**config.mk**
```make
export PLATFORM = sky130hd
export DESIGN_NAME = vga_scanout
export DESIGN_NICKNAME = d
export VERILOG_FILES = /design/src/rtl/vga_scanout.sv
export SDC_FILE = /design/constraint.sdc
export NUM_CORES = 1
export LEC_CHECK = 0
export ABC_AREA = 1
export CAP_MARGIN = 20
export CORE_MARGIN = 4
export CORE_UTILIZATION = 56
export CTS_CLUSTER_SIZE = 14
export DETAILED_ROUTE_END_ITERATION = 6
export HOLD_SLACK_MARGIN = 0.15
export MAX_ROUTING_LAYER = met4
export PLACE_DENSITY = 0.91
export SETUP_SLACK_MARGIN = 0.1
export SYNTH_ARGS = -nofsm -noshare
export SYNTH_HDL_FRONTEND = slang
export SYNTH_SLANG_ARGS = --single-unit
export TNS_END_PERCENT = 5
```
**constraint.sdc**
```tcl
create_clock -name clk -period 3.6 [get_ports clk]
set_clock_uncertainty 0.1 [all_clocks]
set_input_delay 0.72 -clock clk [delete_from_list [all_inputs] [get_ports clk]]
set_output_delay 0.72 -clock clk [all_outputs]
set_load 0.05 [all_outputs]
```
**src/rtl/vga_scanout.sv**
```systemverilog
// VGA scan-out stage: rebuilds the active window from hsync/vsync edges, streams framebuffer reads
// and emits RGB with syncs delayed so both paths stay cycle-aligned.
module vga_scanout #(
  parameter int H_ACTIVE = 320,
  parameter int H_BACK   = 40,
  parameter int V_ACTIVE = 240,
  parameter int V_BACK   = 25,
  parameter int V_TOTAL  = 269,
  parameter int RD_LAT   = 2,
  parameter int PIX_W    = 12,
  parameter int ADDR_W   = 17
) (
  input  logic              clk,
  input  logic              reset_n,
  input  logic              hsync_in,
  input  logic              vsync_in,
  output logic              fb_rd_en,
  output logic [ADDR_W-1:0] fb_addr,
  input  logic [PIX_W-1:0]  fb_rdata,
  output logic              vga_hsync,
  output logic              vga_vsync,
  output logic [PIX_W-1:0]  vga_rgb,
  output logic              vga_de,
  output logic              frame_start,
  output logic              sync_err
);

  localparam int L    = RD_LAT + 2;
  localparam int HC_W = $clog2(H_BACK + H_ACTIVE + 1);
  localparam int LC_W = $clog2(V_TOTAL + V_BACK + V_ACTIVE + 2);

  localparam logic [HC_W-1:0] H_START = HC_W'(H_BACK);
  localparam logic [HC_W-1:0] H_END   = HC_W'(H_BACK + H_ACTIVE);
  localparam logic [LC_W-1:0] V_START = LC_W'(V_BACK);
  localparam logic [LC_W-1:0] V_END   = LC_W'(V_BACK + V_ACTIVE);
  localparam logic [LC_W-1:0] V_TOT   = LC_W'(V_TOTAL);

  typedef enum logic {UNLOCKED, LOCKED} state_t;

  typedef struct packed {
    logic hs;
    logic vs;
    logic de;
    logic fs;
  } tap_t;

  localparam tap_t TAP_RST = '{hs: 1'b1, vs: 1'b1, de: 1'b0, fs: 1'b0};

  state_t              state_q, state_d;
  logic                hs_prev_q, hs_prev_d;
  logic                vs_prev_q, vs_prev_d;
  logic [HC_W-1:0]     hcnt_q, hcnt_d;
  logic [LC_W-1:0]     line_cnt_q, line_cnt_d;
  logic [ADDR_W-1:0]   addr_cnt_q, addr_cnt_d;
  logic                fb_rd_en_q, fb_rd_en_d;
  logic [ADDR_W-1:0]   fb_addr_q, fb_addr_d;
  logic                sync_err_q, sync_err_d;
  logic [PIX_W-1:0]    vga_rgb_q, vga_rgb_d;
  tap_t                pipe_q [L];
  tap_t                pipe_d [L];

  logic                hs_rise, vs_rise, locked, active;
  logic [HC_W-1:0]     hcnt_eff;
  logic [LC_W-1:0]     line_eff;
  logic [ADDR_W-1:0]   addr_eff;

  // The *_eff values are the counters as seen in the current cycle, after this cycle's edges apply.
  always_comb begin
    hs_rise   = hsync_in & ~hs_prev_q;
    vs_rise   = vsync_in & ~vs_prev_q;
    locked    = (state_q == LOCKED) | vs_rise;
    state_d   = vs_rise ? LOCKED : state_q;
    hs_prev_d = hsync_in;
    vs_prev_d = vsync_in;

    line_eff = '0;
    hcnt_eff = '0;
    addr_eff = '0;
    if (locked) begin
      line_eff = vs_rise ? '0 : line_cnt_q;
      if (hs_rise && (line_eff != '1)) line_eff = line_eff + 1'b1;
      hcnt_eff = hs_rise ? '0 : hcnt_q;
      addr_eff = vs_rise ? '0 : addr_cnt_q;
    end

    line_cnt_d = line_eff;
    hcnt_d     = (!locked || (hcnt_eff == '1)) ? hcnt_eff : hcnt_eff + 1'b1;

    active = locked && (line_eff >= V_START) && (line_eff < V_END) &&
             (hcnt_eff >= H_START) && (hcnt_eff < H_END);

    addr_cnt_d = active ? addr_eff + 1'b1 : addr_eff;
    fb_rd_en_d = active;
    fb_addr_d  = active ? addr_eff : fb_addr_q;
    sync_err_d = (state_q == LOCKED) && vs_rise && (line_cnt_q != V_TOT);

    // Syncs, DE and frame marker ride one shift line so they land together with the read data.
    pipe_d[0] = '{hs: hsync_in, vs: vsync_in, de: active, fs: active && (addr_eff == '0)};
    for (int i = 1; i < L; i++) pipe_d[i] = pipe_q[i-1];

    vga_rgb_d = pipe_q[L-2].de ? fb_rdata : '0;
  end

  always_ff @(posedge clk or negedge reset_n) begin
    if (!reset_n) begin
      state_q    <= UNLOCKED;
      hs_prev_q  <= 1'b1;
      vs_prev_q  <= 1'b1;
      hcnt_q     <= '0;
      line_cnt_q <= '0;
      addr_cnt_q <= '0;
      fb_rd_en_q <= 1'b0;
      fb_addr_q  <= '0;
      sync_err_q <= 1'b0;
      vga_rgb_q  <= '0;
      for (int i = 0; i < L; i++) pipe_q[i] <= TAP_RST;
    end else begin
      state_q    <= state_d;
      hs_prev_q  <= hs_prev_d;
      vs_prev_q  <= vs_prev_d;
      hcnt_q     <= hcnt_d;
      line_cnt_q <= line_cnt_d;
      addr_cnt_q <= addr_cnt_d;
      fb_rd_en_q <= fb_rd_en_d;
      fb_addr_q  <= fb_addr_d;
      sync_err_q <= sync_err_d;
      vga_rgb_q  <= vga_rgb_d;
      pipe_q     <= pipe_d;
    end
  end

  assign fb_rd_en    = fb_rd_en_q;
  assign fb_addr     = fb_addr_q;
  assign sync_err    = sync_err_q;
  assign vga_rgb     = vga_rgb_q;
  assign vga_hsync   = pipe_q[L-1].hs;
  assign vga_vsync   = pipe_q[L-1].vs;
  assign vga_de      = pipe_q[L-1].de;
  assign frame_start = pipe_q[L-1].fs;

endmodule

```
=== Yosys cells after proc, flatten, opt, wreduce, memory -nomap -nowiden ===
Cells that the tools add are included.

* Register bits after elaboration: 83
* Bits of input ports: 16
* Output and inout bits: 35
* Logic and storage cells: 59

* $add $sub $neg: 3
* Order comparisons: 4
* Equal/unequal tests: 3
* Muxes and demuxes: 10
* Bitwise logic cells: 5
* Reductions and logical operators: 11

{| class="wikitable"
|+ Operator list
! operator !! count
|-
| 2-to-1 mux 17 bit || 3
|-
| 2-to-1 mux 10 bit || 3
|-
| 2-to-1 mux 9 bit || 3
|-
| adder 17 x 1 -> 17 bit (second input constant) || 1
|-
| logical NOT 17 bit || 1
|-
| 2-to-1 mux 12 bit || 1
|-
| adder 10 x 1 -> 10 bit (second input constant) || 1
|-
| >= comparator 10 x 5 -> 1 bit (second input constant) || 1
|-
| less-than comparator 10 x 9 -> 1 bit (second input constant) || 1
|-
| != test 10 bit (second input constant) || 1
|-
| != test 10 x 9 -> 1 bit (second input constant) || 1
|-
| adder 9 x 1 -> 9 bit (second input constant) || 1
|-
| == test 9 bit (second input constant) || 1
|-
| >= comparator 9 x 6 -> 1 bit (second input constant) || 1
|-
| less-than comparator 9 bit (second input constant) || 1
|-
| logical AND 1 bit || 8
|-
| AND 1 bit || 2
|-
| inverter 1 bit || 2
|-
| logical NOT 1 bit || 1
|-
| logical OR 1 bit || 1
|-
| bitwise OR 1 bit || 1
|}

=== Depth between registers and ports, before layout ===
* Depth in word-level cells: 13
* Depth in mapped cells: 20
* Mapped depth without buffers: 18

=== Least setup slack after synthesis ===
Ideal clock, no wire load.

* Kind: input-to-reg
* Start: input port vsync_in
* End: register fb_addr_q[0], in the netlist fb_addr[0]
* Setup time: 119 ps
* Data arrival time: 2604 ps
* Required time: 3381 ps
* Slack: 777 ps
* Stages on the path: 18
* Path through: inv_1 nor2_2 nor2_1 ha_1 nand4_1 nor2_4 nand2_4 nand2_4 nand2_1 nand3_1 nand3_1 inv_1 nand2_1 nand2_2 nand3_4 buf_6 nand2_1 nand2_1

* Longest elaborated chain between the ends: 11

{| class="wikitable"
|+ Ends and longest elaborated chain
! item !! line !! text
|-
| start, declared || 16 || <nowiki>input logic vsync_in,</nowiki>
|-
| AND 1 bit (*) || 70 || <nowiki>vs_rise = vsync_in & ~vs_prev_q;</nowiki>
|-
| parallel branches: the longest is 10 deep, another holds adder 10 x 1 -> 10 bit || -- ||
|-
| end signal, assigned || 125 || <nowiki>fb_addr_q <= fb_addr_d;</nowiki>
|-
| end, declared || 56 || <nowiki>logic [ADDR_W-1:0] fb_addr_q, fb_addr_d;</nowiki>
|}

Every way passes the cells marked *.
A chain may end at the register's enable or synchronous reset.

=== Worst setup path after layout ===
* Start: input port vsync_in
* End: register fb_addr_q[5], in the netlist fb_addr[5]

Same word-level chain as after synthesis.

==> impl_metrics.env <==
export IMPL_status="completed"
export IMPL_p_seq_share_pct=50.2
export IMPL_p_leak_uw=0.00269
export IMPL_core_rowCount=31
export IMPL_io_buffers=50
export IMPL_synth_cell_types=29
export IMPL_clock_sinks=83
export IMPL_place_gp_congestion=0.989
export IMPL_drc=0
export IMPL_insertion_delay_ns=0.36
export IMPL_drt_met1_wl_mm=4.51
export IMPL_required_ns=3.76
export IMPL_setup_slack_ns=0.251
export IMPL_diodes=0
export IMPL_vdd_drop_max_uv=181
export IMPL_grt_usage_pct=25.0
export IMPL_r2r_slack_ns=0.63
export IMPL_met3WireLength_um=724
export IMPL_p_total_uw=1990
export IMPL_cts_root_buf="clkbuf_8"
export IMPL_relSlewSlack_pct=63.1
export IMPL_cts_repair_resize_count=0
export IMPL_core_um2=7290
export IMPL_power_frac_clock_pct=35.2
export IMPL_yosysWarnings=0
export IMPL_hold_path_class="flip-flop to flip-flop"
export IMPL_intPower_uw=1400
export IMPL_overflow=0
export IMPL_fillers=543
export IMPL_arrival_ns=3.51
export IMPL_worstHoldEndpoint="frame_start"
export IMPL_fin_crit_ns=3.35
export IMPL_finalHoldViolations=0
export IMPL_yosys_most_used_dff="dfrtp_1"
export IMPL_regArea_um2=2090
export IMPL_setup_viol=0
export IMPL_layout_drive_gt1_share_pct=11.6
export IMPL_p_sw_uw=593
export IMPL_clk_pin_slew_ns=0.10
export IMPL_yosysTopAreaCell="dfrtp_1"
export IMPL_final_cells=685
export IMPL_worst_setup_path_end_kind="flip-flop"
export IMPL_post_dp_hpwl_mm=7.24
export IMPL_min_from="pipe_d[0]"
export IMPL_boundaryPins=51
export IMPL_rsz0062_at_grt="true"
export IMPL_numCtsBuffers=9
export IMPL_dieArea_um2=9010
export IMPL_synth_top_area_share_pct=44.4
export IMPL_worstReg2RegStart="pipe_d[10]"
export IMPL_die_y_um=94.9
export IMPL_htreeDepth=3
export IMPL_top_layer_used="met4"
export IMPL_synth_seq_cells=83
export IMPL_met2_length_mm=5.28
export IMPL_startpoint_type="input pin"
export IMPL_slew_violations=0
export IMPL_start_util_pct=58.0
export IMPL_async_flop_share_pct=100
export IMPL_fmax_mhz=299
export IMPL_switching_share_pct=29.8
export IMPL_drt_total_wl_mm=10.7
export IMPL_grt_antenna_before_repair=0
export IMPL_nets=603
export IMPL_grt_max_degree=84
export IMPL_powerDensity_nw_per_um2=389
export IMPL_cts_tree="built"
export IMPL_area_growth_pct=21.3
export IMPL_dr_total_vias=3765
export IMPL_grt_pass1_wl_mm=17.3
export IMPL_syn_avg_cell_area_um2=8.22
export IMPL_path_max_fanout=17
export IMPL_die_width_um=94.9
export IMPL_dp_cells=666
export IMPL_maxCapViolations=0
export IMPL_synth_edf_count=0
export IMPL_wl_per_cell_um=15.7
export IMPL_synthTopCellsByArea="dfrtp_1 (44%), nand2_1 (13%), nand4_1 (6.4%)"
export IMPL_grt_pass1_vias=3623
export IMPL_place_ws_ns=-0.0377
export IMPL_synthesis_nets=537
export IMPL_period_share_pct=93.0
export IMPL_holdPathStages=0
export IMPL_drt_first_pass_iters=5
export IMPL_clock_path_buffers=2
export IMPL_ys_seq_area_share_pct=49.3
export IMPL_multi_input_area_um2=1760
export IMPL_tightest_slew_ns=0.552
export IMPL_synthCells=515
export IMPL_combPwrFrac_pct=14.6
export IMPL_rr_worst_depth=18
export IMPL_routed_via_density=5.50
export IMPL_syn_area_um2=4230
export IMPL_worst_setup_path_type="input pin to flip-flop"
export IMPL_drtIter0Drc=412
export IMPL_r2r_end="fb_addr[5]"
export IMPL_ant_nets=0
==> power groups by stage <==
stage | sequential [µW] | clock (µW) | combinational (µW)
after global routing | 1000 | 752 | 326
after detailed placement | 1020 | 0 | 279
final | 1000 | 702 | 292
after CTS | 999 | 703 | 282
after global placement | 1020 | 0 | 270
after floorplan | 1020 | 0 | 182
==> flip-flops by register name (all words and copies together) (netlist names) <==
name,cells
vga_rgb,12
vga_vsync,1
vga_de,1
hcnt_q,9
state_q,1
addr_cnt_q,17
fb_addr,17
sync_err,1
frame_start,1
vga_hsync,1
line_cnt_q,10
pipe_d,12
==> cell type report <==
type | instances | share of cell area, %
sequential | 83 | 40.7
multi-input combinational | 341 | 34.3
timing repair buffer | 70 | 13.1
inverter | 76 | 5.56
clock buffer | 9 | 2.41
tap | 99 | 2.41
clock inverter | 7 | 1.58
==> cells by family (layout without fill, tap and decap cells) <==
logic type	after synthesis	in the layout	synth area share (%)
fa+ha+maj	6	6	1.77
simple gates	303	304	33.7
compound gates	8	8	1.12
xor+xnor	23	23	4.76
flops	83	83	49.3
buf+inv	92	162	9.31
==> cell usage in the layout, fill, tap and decap left out, drive strengths merged, types with 8 or more instances in the layout <==
cell type      synthesis  layout
nand2                152     152
inv                   76      79
dfrtp                 75      75
clkdlybuf4s50          0      49
nor2                  46      46
nand4                 43      43
nand3                 40      41
buf                   15      20
xor2                  14      14
nor3                  13      13
xnor2                  9       9
clkbuf                 1       9
dfstp                  8       8
==> routing by layer <==
metal,global-route usage (%),vias to the layer above
met1,32.3,1780
met5,-,-
li1,-,1784
met4,7.33,0
met3,3.51,23
met2,41.1,178
==> repair_timing <==
item | in CTS | in global routing
setup endpoints to repair | 0 | 16
hold endpoints to repair | 0 | 1
setup buffers | 0 | 0
hold buffers | 0 | 1
==> stage by stage <==
| step | cell area, µm² | TNS [ns] | util [%] | hold WS, ns |
|---|---|---|---|---|
| after floorplan | 4230 | 0 | - | 0.231 |
| after global placement | 4880 | 0 | 66.9 | 0.233 |
| after detailed placement | 4880 | -0.338 | 66.9 | 0.238 |
| after CTS | 5080 | 0 | 69.7 | 0.260 |
| after global routing | 5130 | 0 | 70.4 | 0.266 |
| final | 5130 | 0 | 70.4 | 0.254 |
==> cell usage after synthesis, types with 4 or more instances <==
master,instances
nand2_1,146
dfrtp_1,75
inv_1,71
nand4_1,43
nand3_1,38
nor2_1,37
xor2_1,14
nor3_1,13
buf_2,9
xnor2_1,9
dfstp_2,8
nor4_1,7
ha_1,6
inv_2,5
nor2_2,5
buf_6,4
nor2_4,4
==> worst max-delay path, stage by stage <==
cell and delay [ns]:
clkdlybuf4s50_1 0.55, nand2_4 0.07, nand2_1 0.12, inv_1 0.06, ha_1 0.23, nand4_1 0.17
nor2_4 0.07, a21oi_1 0.32, nand2_1 0.11, nand3_1 0.11, nand3_1 0.10, inv_1 0.07
nand2_1 0.06, nand2_2 0.13, nand3_2 0.38, nand2_1 0.17, nand2_1 0.07
==> worst max-delay path by stage <==
stage             start            end  slack (ns)
2_1_floorplan  vsync_in     fb_addr[0]        0.78
3_3_place_gp   vsync_in    fb_addr[15]        0.08
3_5_place_dp   vsync_in    fb_addr[14]       -0.04
4_1_cts        vsync_in    fb_addr[12]        0.34
5_1_grt        vsync_in  addr_cnt_q[7]        0.06
6_report       vsync_in     fb_addr[5]        0.25
Note: power is estimated with default switching activity, not from simulation.
